$ cat src/rtl/change_dispenser_if.sv
// change_dispenser_if: vend request, payout pulses and status bundle (optional paid_total under CHANGE_DISPENSER_AUDIT_EN)
interface change_dispenser_if #(
  parameter int STOCK_W = 4
);
  logic               vend_valid;
  logic [3:0]         product_code;
  logic [4:0]         change_amt;
  logic               refill;
  logic               busy;
  logic               product_motor;
  logic [3:0]         product_id;
  logic               eject5;
  logic               eject10;
  logic               done;
  logic               shortfall;
  logic [4:0]         owed;
  logic [STOCK_W-1:0] stock5;
  logic [STOCK_W-1:0] stock10;
`ifdef CHANGE_DISPENSER_AUDIT_EN
  logic [11:0]        paid_total;
  modport master (
    output vend_valid, product_code, change_amt, refill,
    input  busy, product_motor, product_id, eject5, eject10, done, shortfall, owed, stock5, stock10, paid_total
  );
  modport slave (
    input  vend_valid, product_code, change_amt, refill,
    output busy, product_motor, product_id, eject5, eject10, done, shortfall, owed, stock5, stock10, paid_total
  );
`else
  modport master (
    output vend_valid, product_code, change_amt, refill,
    input  busy, product_motor, product_id, eject5, eject10, done, shortfall, owed, stock5, stock10
  );
  modport slave (
    input  vend_valid, product_code, change_amt, refill,
    output busy, product_motor, product_id, eject5, eject10, done, shortfall, owed, stock5, stock10
  );
`endif
endinterface

$ cat src/rtl/change_dispenser.sv
// change_dispenser: product motor pulse then greedy 10/5 coin payout against stock (CHANGE_DISPENSER_AUDIT_EN adds paid_total)
module change_dispenser #(
  parameter int PULSE_CYCLES = 4,
  parameter int GAP_CYCLES   = 2,
  parameter int STOCK_W      = 4,
  parameter int STOCK5_INIT  = 8,
  parameter int STOCK10_INIT = 8
) (
  input logic                clk,
  input logic                reset,
  change_dispenser_if.slave  bus
);
  localparam int MAXC = (PULSE_CYCLES > GAP_CYCLES) ? PULSE_CYCLES : GAP_CYCLES;
  localparam int CW = (MAXC > 1) ? $clog2(MAXC) : 1;
  localparam logic [CW-1:0] P_LD = CW'(PULSE_CYCLES - 1);
  localparam logic [CW-1:0] G_LD = CW'(GAP_CYCLES - 1);
  localparam logic [STOCK_W-1:0] S5_INIT = STOCK_W'(STOCK5_INIT);
  localparam logic [STOCK_W-1:0] S10_INIT = STOCK_W'(STOCK10_INIT);

  typedef enum logic [2:0] {IDLE, MOTOR, MGAP, PICK, COIN, CGAP, DONE} state_t;

  state_t      state;
  logic [CW-1:0] cnt;
  logic [4:0]  remaining;

  // Transaction sequencer: every output is a register updated here
  always_ff @(posedge clk or negedge reset) begin
    if (!reset) begin
      state             <= IDLE;
      cnt               <= '0;
      remaining         <= '0;
      bus.busy          <= 1'b0;
      bus.product_motor <= 1'b0;
      bus.product_id    <= '0;
      bus.eject5        <= 1'b0;
      bus.eject10       <= 1'b0;
      bus.done          <= 1'b0;
      bus.shortfall     <= 1'b0;
      bus.owed          <= '0;
      bus.stock5        <= S5_INIT;
      bus.stock10       <= S10_INIT;
`ifdef CHANGE_DISPENSER_AUDIT_EN
      bus.paid_total    <= '0;
`endif
    end else begin
      case (state)
        IDLE: begin
          if (bus.vend_valid) begin
            state             <= MOTOR;
            cnt               <= P_LD;
            remaining         <= bus.change_amt;
            bus.product_id    <= bus.product_code;
            bus.busy          <= 1'b1;
            bus.product_motor <= 1'b1;
          end else if (bus.refill) begin
            bus.stock5  <= S5_INIT;
            bus.stock10 <= S10_INIT;
          end
        end
        MOTOR: begin
          if (cnt == '0) begin
            state             <= MGAP;
            cnt               <= G_LD;
            bus.product_motor <= 1'b0;
          end else cnt <= cnt - CW'(1);
        end
        MGAP: begin
          if (cnt == '0) state <= PICK;
          else cnt <= cnt - CW'(1);
        end
        PICK: begin
          if (remaining >= 5'd10 && bus.stock10 != '0) begin
            state       <= COIN;
            cnt         <= P_LD;
            remaining   <= remaining - 5'd10;
            bus.eject10 <= 1'b1;
            bus.stock10 <= bus.stock10 - STOCK_W'(1);
`ifdef CHANGE_DISPENSER_AUDIT_EN
            bus.paid_total <= bus.paid_total + 12'd10;
`endif
          end else if (remaining >= 5'd5 && bus.stock5 != '0) begin
            state       <= COIN;
            cnt         <= P_LD;
            remaining   <= remaining - 5'd5;
            bus.eject5  <= 1'b1;
            bus.stock5  <= bus.stock5 - STOCK_W'(1);
`ifdef CHANGE_DISPENSER_AUDIT_EN
            bus.paid_total <= bus.paid_total + 12'd5;
`endif
          end else begin
            state         <= DONE;
            bus.done      <= 1'b1;
            bus.shortfall <= remaining != 5'd0;
            bus.owed      <= remaining;
          end
        end
        COIN: begin
          if (cnt == '0) begin
            state       <= CGAP;
            cnt         <= G_LD;
            bus.eject5  <= 1'b0;
            bus.eject10 <= 1'b0;
          end else cnt <= cnt - CW'(1);
        end
        CGAP: begin
          if (cnt == '0) state <= PICK;
          else cnt <= cnt - CW'(1);
        end
        DONE: begin
          state         <= IDLE;
          bus.busy      <= 1'b0;
          bus.done      <= 1'b0;
          bus.shortfall <= 1'b0;
          bus.owed      <= '0;
        end
        default: state <= IDLE;
      endcase
    end
  end
endmodule

$ cat src/flat_wrapper.sv
// flat-port wrapper written by rule: the top's interface ports become plain ports
module change_dispenser_flat 
#(
  parameter int PULSE_CYCLES = 4,
  parameter int GAP_CYCLES   = 2,
  parameter int STOCK_W      = 4,
  parameter int STOCK5_INIT  = 8,
  parameter int STOCK10_INIT = 8
)
  (clk, reset, bus_vend_valid, bus_product_code, bus_change_amt, bus_refill, bus_busy, bus_product_motor, bus_product_id, bus_eject5, bus_eject10, bus_done, bus_shortfall, bus_owed, bus_stock5, bus_stock10);
  change_dispenser_if #(.STOCK_W(STOCK_W)) bus_i ();
  input logic clk;
  input logic reset;
  input wire logic [$bits(bus_i.vend_valid)-1:0] bus_vend_valid;
  input wire logic [$bits(bus_i.product_code)-1:0] bus_product_code;
  input wire logic [$bits(bus_i.change_amt)-1:0] bus_change_amt;
  input wire logic [$bits(bus_i.refill)-1:0] bus_refill;
  output wire logic [$bits(bus_i.busy)-1:0] bus_busy;
  output wire logic [$bits(bus_i.product_motor)-1:0] bus_product_motor;
  output wire logic [$bits(bus_i.product_id)-1:0] bus_product_id;
  output wire logic [$bits(bus_i.eject5)-1:0] bus_eject5;
  output wire logic [$bits(bus_i.eject10)-1:0] bus_eject10;
  output wire logic [$bits(bus_i.done)-1:0] bus_done;
  output wire logic [$bits(bus_i.shortfall)-1:0] bus_shortfall;
  output wire logic [$bits(bus_i.owed)-1:0] bus_owed;
  output wire logic [$bits(bus_i.stock5)-1:0] bus_stock5;
  output wire logic [$bits(bus_i.stock10)-1:0] bus_stock10;
  assign bus_i.vend_valid = bus_vend_valid;
  assign bus_i.product_code = bus_product_code;
  assign bus_i.change_amt = bus_change_amt;
  assign bus_i.refill = bus_refill;
  assign bus_busy = bus_i.busy;
  assign bus_product_motor = bus_i.product_motor;
  assign bus_product_id = bus_i.product_id;
  assign bus_eject5 = bus_i.eject5;
  assign bus_eject10 = bus_i.eject10;
  assign bus_done = bus_i.done;
  assign bus_shortfall = bus_i.shortfall;
  assign bus_owed = bus_i.owed;
  assign bus_stock5 = bus_i.stock5;
  assign bus_stock10 = bus_i.stock10;
  change_dispenser #(.PULSE_CYCLES(PULSE_CYCLES), .GAP_CYCLES(GAP_CYCLES), .STOCK_W(STOCK_W), .STOCK5_INIT(STOCK5_INIT), .STOCK10_INIT(STOCK10_INIT)) u_core (.clk(clk), .reset(reset), .bus(bus_i));
endmodule
$ cat config.mk
export PLATFORM = sky130hd
export DESIGN_NAME = change_dispenser_flat
export DESIGN_NICKNAME = d
export VERILOG_FILES = /design/src/rtl/change_dispenser_if.sv /design/src/rtl/change_dispenser.sv /design/src/flat_wrapper.sv
export SDC_FILE = /design/constraint.sdc
export NUM_CORES = 1
export LEC_CHECK = 0
export CAP_MARGIN = 20
export CORE_MARGIN = 2
export CORE_UTILIZATION = 47
export DETAILED_ROUTE_END_ITERATION = 16
export MAX_ROUTING_LAYER = met4
export PLACE_DENSITY = 0.76
export SETUP_SLACK_MARGIN = 0.15
export SLEW_MARGIN = 20
export SYNTH_ARGS = -nofsm -noshare
export SYNTH_HDL_FRONTEND = slang
export SYNTH_SLANG_ARGS = --single-unit
$ cat constraint.sdc
create_clock -name clk -period 1.7 [get_ports clk]
set_input_delay 0.425 -clock clk [delete_from_list [all_inputs] [get_ports clk]]
set_output_delay 0.425 -clock clk [all_outputs]
set_load 0.02 [all_outputs]
==> results.cfg, run 1 <==
[setup_path]
end_kind = register
cp_slowest_stage_delay_ps = 440
critical_path_buf_inv_count = 2
crit_slowest_cell = dfrtp_2
path_class = register to register
cp_max_fo = 4
r2r_slack_ps = -160
crit_family = simple AND/OR/NAND/NOR gates
start_kind = register
path_cells = inv_4 > ha_4 > a211oi_4 > a21oi_2 > nor3_4 > buf_4 > nand2_1 > and3_1
worst_ep_arrival_time_ps = 2050
critPathRequiredTime_ps = 1890

[global_route]
grt-ovfl-total = 0
antenna_found_initial = 0
grt_pass1_wl_mm = 9.20
grt_pass1_vias = 1938
grt.total_usage_pct = 24.8
grt_max_degree = 34

[routing]
wl_per_cell_um = 16.2
via_per_inst = 5.56
antenna_left = 0
vias = 2058
wl_mm = 5.98
drtIter0Drc = 144
drc = 0
dr.pass1.iters = 4

[cells_and_area]
utilization_pct = 76.6
drive_above_1_share_pct = 37.8
instances_no_fill = 370
syn_to_final_growth_pct = 55.5
finalNetCount = 345
antenna_cells = 0

[logic_synthesis]
ys_warn_count = 0
async_reset_ff_share_pct = 100
yosys_register_bits = 33
netlist_area_mm2 = 0.00200
synthCells = 226
yosysSeqAreaShare_pct = 41.5
syn_area_per_cell_um2 = 8.84
synthDistinctLibCells = 44
synthFlopType = dfrtp_1
syn_nets = 252
synth-edff-count = 0

[power]
power_density_mw_per_mm2 = 1870
p_leak_uw = 0.00145
total_power_uw = 5800
peakVddDrop_v = 0.000942

[die]
die-area_mm2 = 0.00479
ios = 36
start_util_pct = 49.2
coreArea_mm2 = 0.00406
fp.dieH_um = 69.2
die_x_um = 69.2
rows = 23

[clock_tree]
path_clk_slew_ps = 70
cts_num_sinks = 33
cts_tree = yes
numCtsBuffers = 5
hold_buffers = 0
clk-insertion-delay-late_ps = 290
clk_path_buf_depth = 2
cts_max_level = 2
cts_root_buffer = clkbuf_8

[timing]
clock_skew_ps = 5.98
rsz0062_at_grt = true
setup_ws_ps = -165
setup_viol = 24
fin_crit_ps = 1860
max_freq_mhz = 536
finalCritPeriodShare_pct = 110
tightest_slew_ps = 511
hold_viol = 0
maxSlewHeadroom_pct = 65.7
slew_viol_final = 0

[worst_hold_path]
hold_class = register to register

[outcome]
violations = negative setup slack
status = complete, but fails checks

[placement]
hpwl_mm = 3.88
gp_congestion = 0.847
dpl_worst_slack_ps = -144
io_buffers = 35
dp.cells = 350

[run]
cap_violations = 0
## where the power goes
group / internal [µW] / switching, µW
clock network: 282 / 316
registers: 1110 / 291
logic: 1800 / 2010
total: 3190 / 2610
## layout by cell type, fill, tap and decap left out, types with 4 or more instances in the layout
cell type        instances
clkdlybuf4s50_1         12
nor3_1                   4
o211ai_1                 4
nand3_1                  4
buf_2                    4
ha_1                     9
a211oi_1                 4
inv_1                   10
ha_4                     4
o21ai_0                  7
clkbuf_8                 5
mux2i_1                  4
dfrtp_1                 27
buf_4                   50
nand2_1                 34
a21oi_1                  8
nor2_1                  17
dlygate4sd2_1           16
o21ai_1                 12
dfrtp_2                  4
buf_6                   10
## Yosys cell counts, types with 4 or more instances
master	number	share of area (%)
clkbuf_1	6	1.1
nor2_1	19	3.6
o211ai_1	4	1.5
o21ai_1	5	1.3
mux2i_1	4	2.0
dfrtp_1	31	39
nand3_1	7	1.8
o21ai_0	17	4.3
a211oi_1	5	1.9
a21oi_1	11	2.8
inv_1	14	2.6
ha_1	13	8.1
nor3_1	5	1.3
nand2_1	38	7.1
xor2_1	4	1.8
## metal layers
metal	share of wire [%]	wire length [µm]	GRT usage (%)	up-vias
met1	42	2510	32.9	1001
met3	5.3	318	4.80	17
met2	50	2970	37.1	71
met5	0	0	-	-
met4	3.0	178	10.7	0
li1	-	-	-	969
## timing repair
item                       in CTS  in global routing
cloned                          0                  1
pin swaps                      15                 19
gates resized for setup        61                 32
buffers inserted                6                  5
setup endpoints to repair      48                 29
## tightest hold or removal path, delay by kind of cell (launching register included)
family           cells  cell delay (ps)
flip-flops           1              350
AND/OR/NAND/NOR      2              100
## sequential cells by signal, summed over array words and instances (netlist names)
signal,cells
u_core.bus.owed,5
u_core.remaining,5
u_core.bus.product_id,4
u_core.bus.stock10,4
u_core.bus.stock5,4
u_core.state,3
u_core.cnt,2
u_core.bus.busy,1
u_core.bus.done,1
u_core.bus.eject10,1
u_core.bus.eject5,1
u_core.bus.product_motor,1
u_core.bus.shortfall,1
## per-stage QoR
| step | TNS, ps | cell area [µm²] | hold slack [ps] |
|---|---|---|---|
| after global placement | -1010 | 2780 | 459 |
| after CTS | -548 | 2970 | 478 |
| after floorplan | -610 | 2050 | 129 |
| after global routing | -4210 | 3110 | 509 |
| final | -2040 | 3110 | 475 |
| after detailed placement | -1370 | 2780 | 464 |
## final cells by class
type,instances,area (µm²)
clock buffers,5,68.8
clock inverters,3,17.5
fillers,260,951
inverters,14,55.1
multi-input cells,169,1260
flip-flops and latches,33,833
well taps,50,62.6
repair buffers,96,810
## path summary, 6_finish.rpt
| check | start | end | cells after the start |
|---|---|---|---|
| setup / recovery | u_core.remaining[1] | u_core.remaining[4] | 8 |
| hold / removal | u_core.bus.product_id[2] | u_core.bus.product_id[2] | 2 |
| setup reg to reg | u_core.remaining[1] | u_core.remaining[4] | 8 |
| hold reg to reg | u_core.bus.product_id[2] | u_core.bus.product_id[2] | 2 |
| max in group asynchronous | reset | u_core.bus.stock10[3] | 2 |
| min in group asynchronous | reset | u_core.bus.stock5[2] | 2 |
## logic make-up (layout without fill, tap and decap cells)
family                   Yosys count  count (layout)  share of synthesized area, %
flip-flops                        33              33                          41.5
AND/OR/NAND/NOR                   85              85                          20.4
adder cells (fa/ha/maj)           13              13                          8.14
multiplexers                       4               4                          2.00
XOR/XNOR                           4               4                          1.75
buffers and inverters             24             118                          5.38
AO/OA/AOI/OAI                     63              63                          20.9
(Power assumes the default switching activity.)
==> run 2, diff against run 1 <==
--- a/config.mk
+++ b/config.mk
@@ -12,7 +12,7 @@
 export MAX_ROUTING_LAYER = met4
 export PLACE_DENSITY = 0.76
 export SETUP_SLACK_MARGIN = 0.15
-export SLEW_MARGIN = 20
+export SLEW_MARGIN = 40
 export SYNTH_ARGS = -nofsm -noshare
 export SYNTH_HDL_FRONTEND = slang
 export SYNTH_SLANG_ARGS = --single-unit
==> constraint.sdc (replaced) <==
create_clock -name clk -period 1.7 [get_ports clk]
set_input_delay 0.425 -clock clk [delete_from_list [all_inputs] [get_ports clk]]
set_output_delay 0.425 -clock clk [all_outputs]
set_load 0.05 [all_outputs]
==> run 2 against run 1 <==
The flow still finishes with violations (negative setup slack). Clock-buffer cell count is 2 higher. Clock skew increased by 9.0 ps. Maximum frequency shrank 4.7%. Worst setup slack worse by 92 ps. Sequential cell count unchanged. Critical path type unchanged. Largest cell class unchanged.
==> results.cfg, run 2 (synthesis results as in run 1) <==
[outcome]
status = complete, but fails checks
violations = negative setup slack

[clock_tree]
numCtsBuffers = 5
cts_tree = yes
cts_num_sinks = 33
clk_path_buf_depth = 2
clk-insertion-delay-late_ps = 310
cts_max_level = 2
cts_root_buffer = clkbuf_8
path_clk_slew_ps = 90

[setup_path]
path_class = register to register
worstRegToRegCells = 10
cp_max_fo = 7
start_kind = register
worst_ep_arrival_time_ps = 2160
critPathRequiredTime_ps = 1900
end_kind = register

[routing]
wl_mm = 6.51
via_per_inst = 5.74
dr.pass1.iters = 7
antenna_left = 0
wl_per_cell_um = 17.5
vias = 2128
drtIter0Drc = 124
drc = 0

[die]
fp.dieH_um = 69.2
die_x_um = 69.2
die-area_mm2 = 0.00479
start_util_pct = 49.2
coreArea_mm2 = 0.00406
ios = 36
rows = 23

[timing]
rsz0062_at_grt = true
setup_viol = 24
tightest_slew_ps = 466
max_freq_mhz = 511
finalCritPeriodShare_pct = 115
slew_viol_final = 0
setup_ws_ps = -257
hold_viol = 0
maxSlewHeadroom_pct = 68.9
clock_skew_ps = 15.0
fin_crit_ps = 1960

[cells_and_area]
final-seq-area_um2 = 838
multi_input_area_mm2 = 0.00124
antenna_cells = 0
drive_above_1_share_pct = 41.7
instances_no_fill = 371
final_cell_area_mm2 = 0.00324
utilization_pct = 79.8
finalNetCount = 346
layout_commonest_cell = buf_4
reg_top3 = u_core.bus.owed: 5 flops, u_core.remaining: 5 flops
final_cell_mix = 64 x buf_4, 38 x nand2_1, 23 x dfrtp_1
syn_to_final_growth_pct = 62.1
fill_cells = 233

[global_route]
grt-ovfl-total = 0
grt.total_usage_pct = 26.2
grt_max_degree = 34
antenna_found_initial = 0
grt_pass1_wl_mm = 9.71
grt_pass1_vias = 2059

[power]
p_leak_uw = 0.00148
peakVddDrop_v = 0.00125
power_density_mw_per_mm2 = 2090
total_power_uw = 6770

[placement]
gp_congestion = 0.950
place_area_mm2 = 0.00282
io_buffers = 35
hpwl_mm = 3.94
dp.cells = 346

[run]
cap_violations = 0

[worst_hold_path]
hold_class = input port to async pin
run 2: changes by cell type in the layout (fill, tap and decap cells not counted), moves of 4 or more:
cell / delta
buf_4: +14
nand2_1: +4
buf_12: +11
dlygate4sd2_1: -16
dfrtp_2: +4
dfrtp_1: -4
buf_2: -4
run 2: layout make-up:
cell class                 instances  share of cell area [%]
sequential                        33                    25.9
timing repair buffer              97                    29.1
tap                               50                    1.93
clock inverter                     1                   0.155
clock buffer                       7                    2.98
inverter                          14                    1.78
multi-input combinational        169                    38.2
run 2: repair_timing:
| action | in CTS | in global routing |
|---|---|---|
| endpoints found under the hold margin | 0 | 0 |
| endpoints found under the setup margin | 25 | 27 |
| gates resized for setup | 38 | 12 |
| gates cloned | 0 | 0 |
| hold buffers | 0 | 0 |
| pin swaps | 12 | 11 |
| buffers inserted | 11 | 6 |
run 2: path summary, 6_finish.rpt:
check	endpoint	from	slack, ps
worst min register to register	u_core.bus.product_id[0]	u_core.bus.product_id[0]	490
max in group asynchronous	u_core.bus.stock5[3]	reset	960
worst min-delay path	u_core.bus.owed[4]	reset	470
worst max-delay path	u_core.bus.stock5[0]	u_core.bus.stock10[1]	-260
worst max register to register	u_core.bus.stock5[0]	u_core.bus.stock10[1]	-260
min in group clk	u_core.bus.product_id[0]	u_core.bus.product_id[0]	490
run 2: layer usage:
layer	up-vias	part of all wire (%)	GRT usage, %
li1	975	-	-
met1	1052	42	30.7
met2	86	51	45.3
met3	15	4.7	4.36
met4	0	2.6	9.15
met5	-	0	-
run 2: report_power, final:
part | total [µW] | switching [µW] | internal, µW
clock | 695 | 329 | 367
sequential | 1480 | 367 | 1120
combinational | 4590 | 2490 | 2100
total | 6770 | 3190 | 3580
run 2: per-stage QoR:
stage          setup TNS [ps]  worst slack, ps  hold slack (ps)
3_3_place_gp            -1870             -195              463
2_1_floorplan           -3130             -188              129
6_report                -2770             -257              474
3_5_place_dp            -2310             -201              471
4_1_cts                  -964            -95.8              495
5_1_grt                 -4670             -333              512
run 2: worst max-delay path: stages (launching register included):
cell	delay, ps
dfrtp_2	390
inv_2	60
ha_4	150
nor3b_4	140
buf_6	130
a311oi_4	210
buf_6	190
buf_4	140
o21ai_4	60
nor2b_4	140
mux2i_1	240
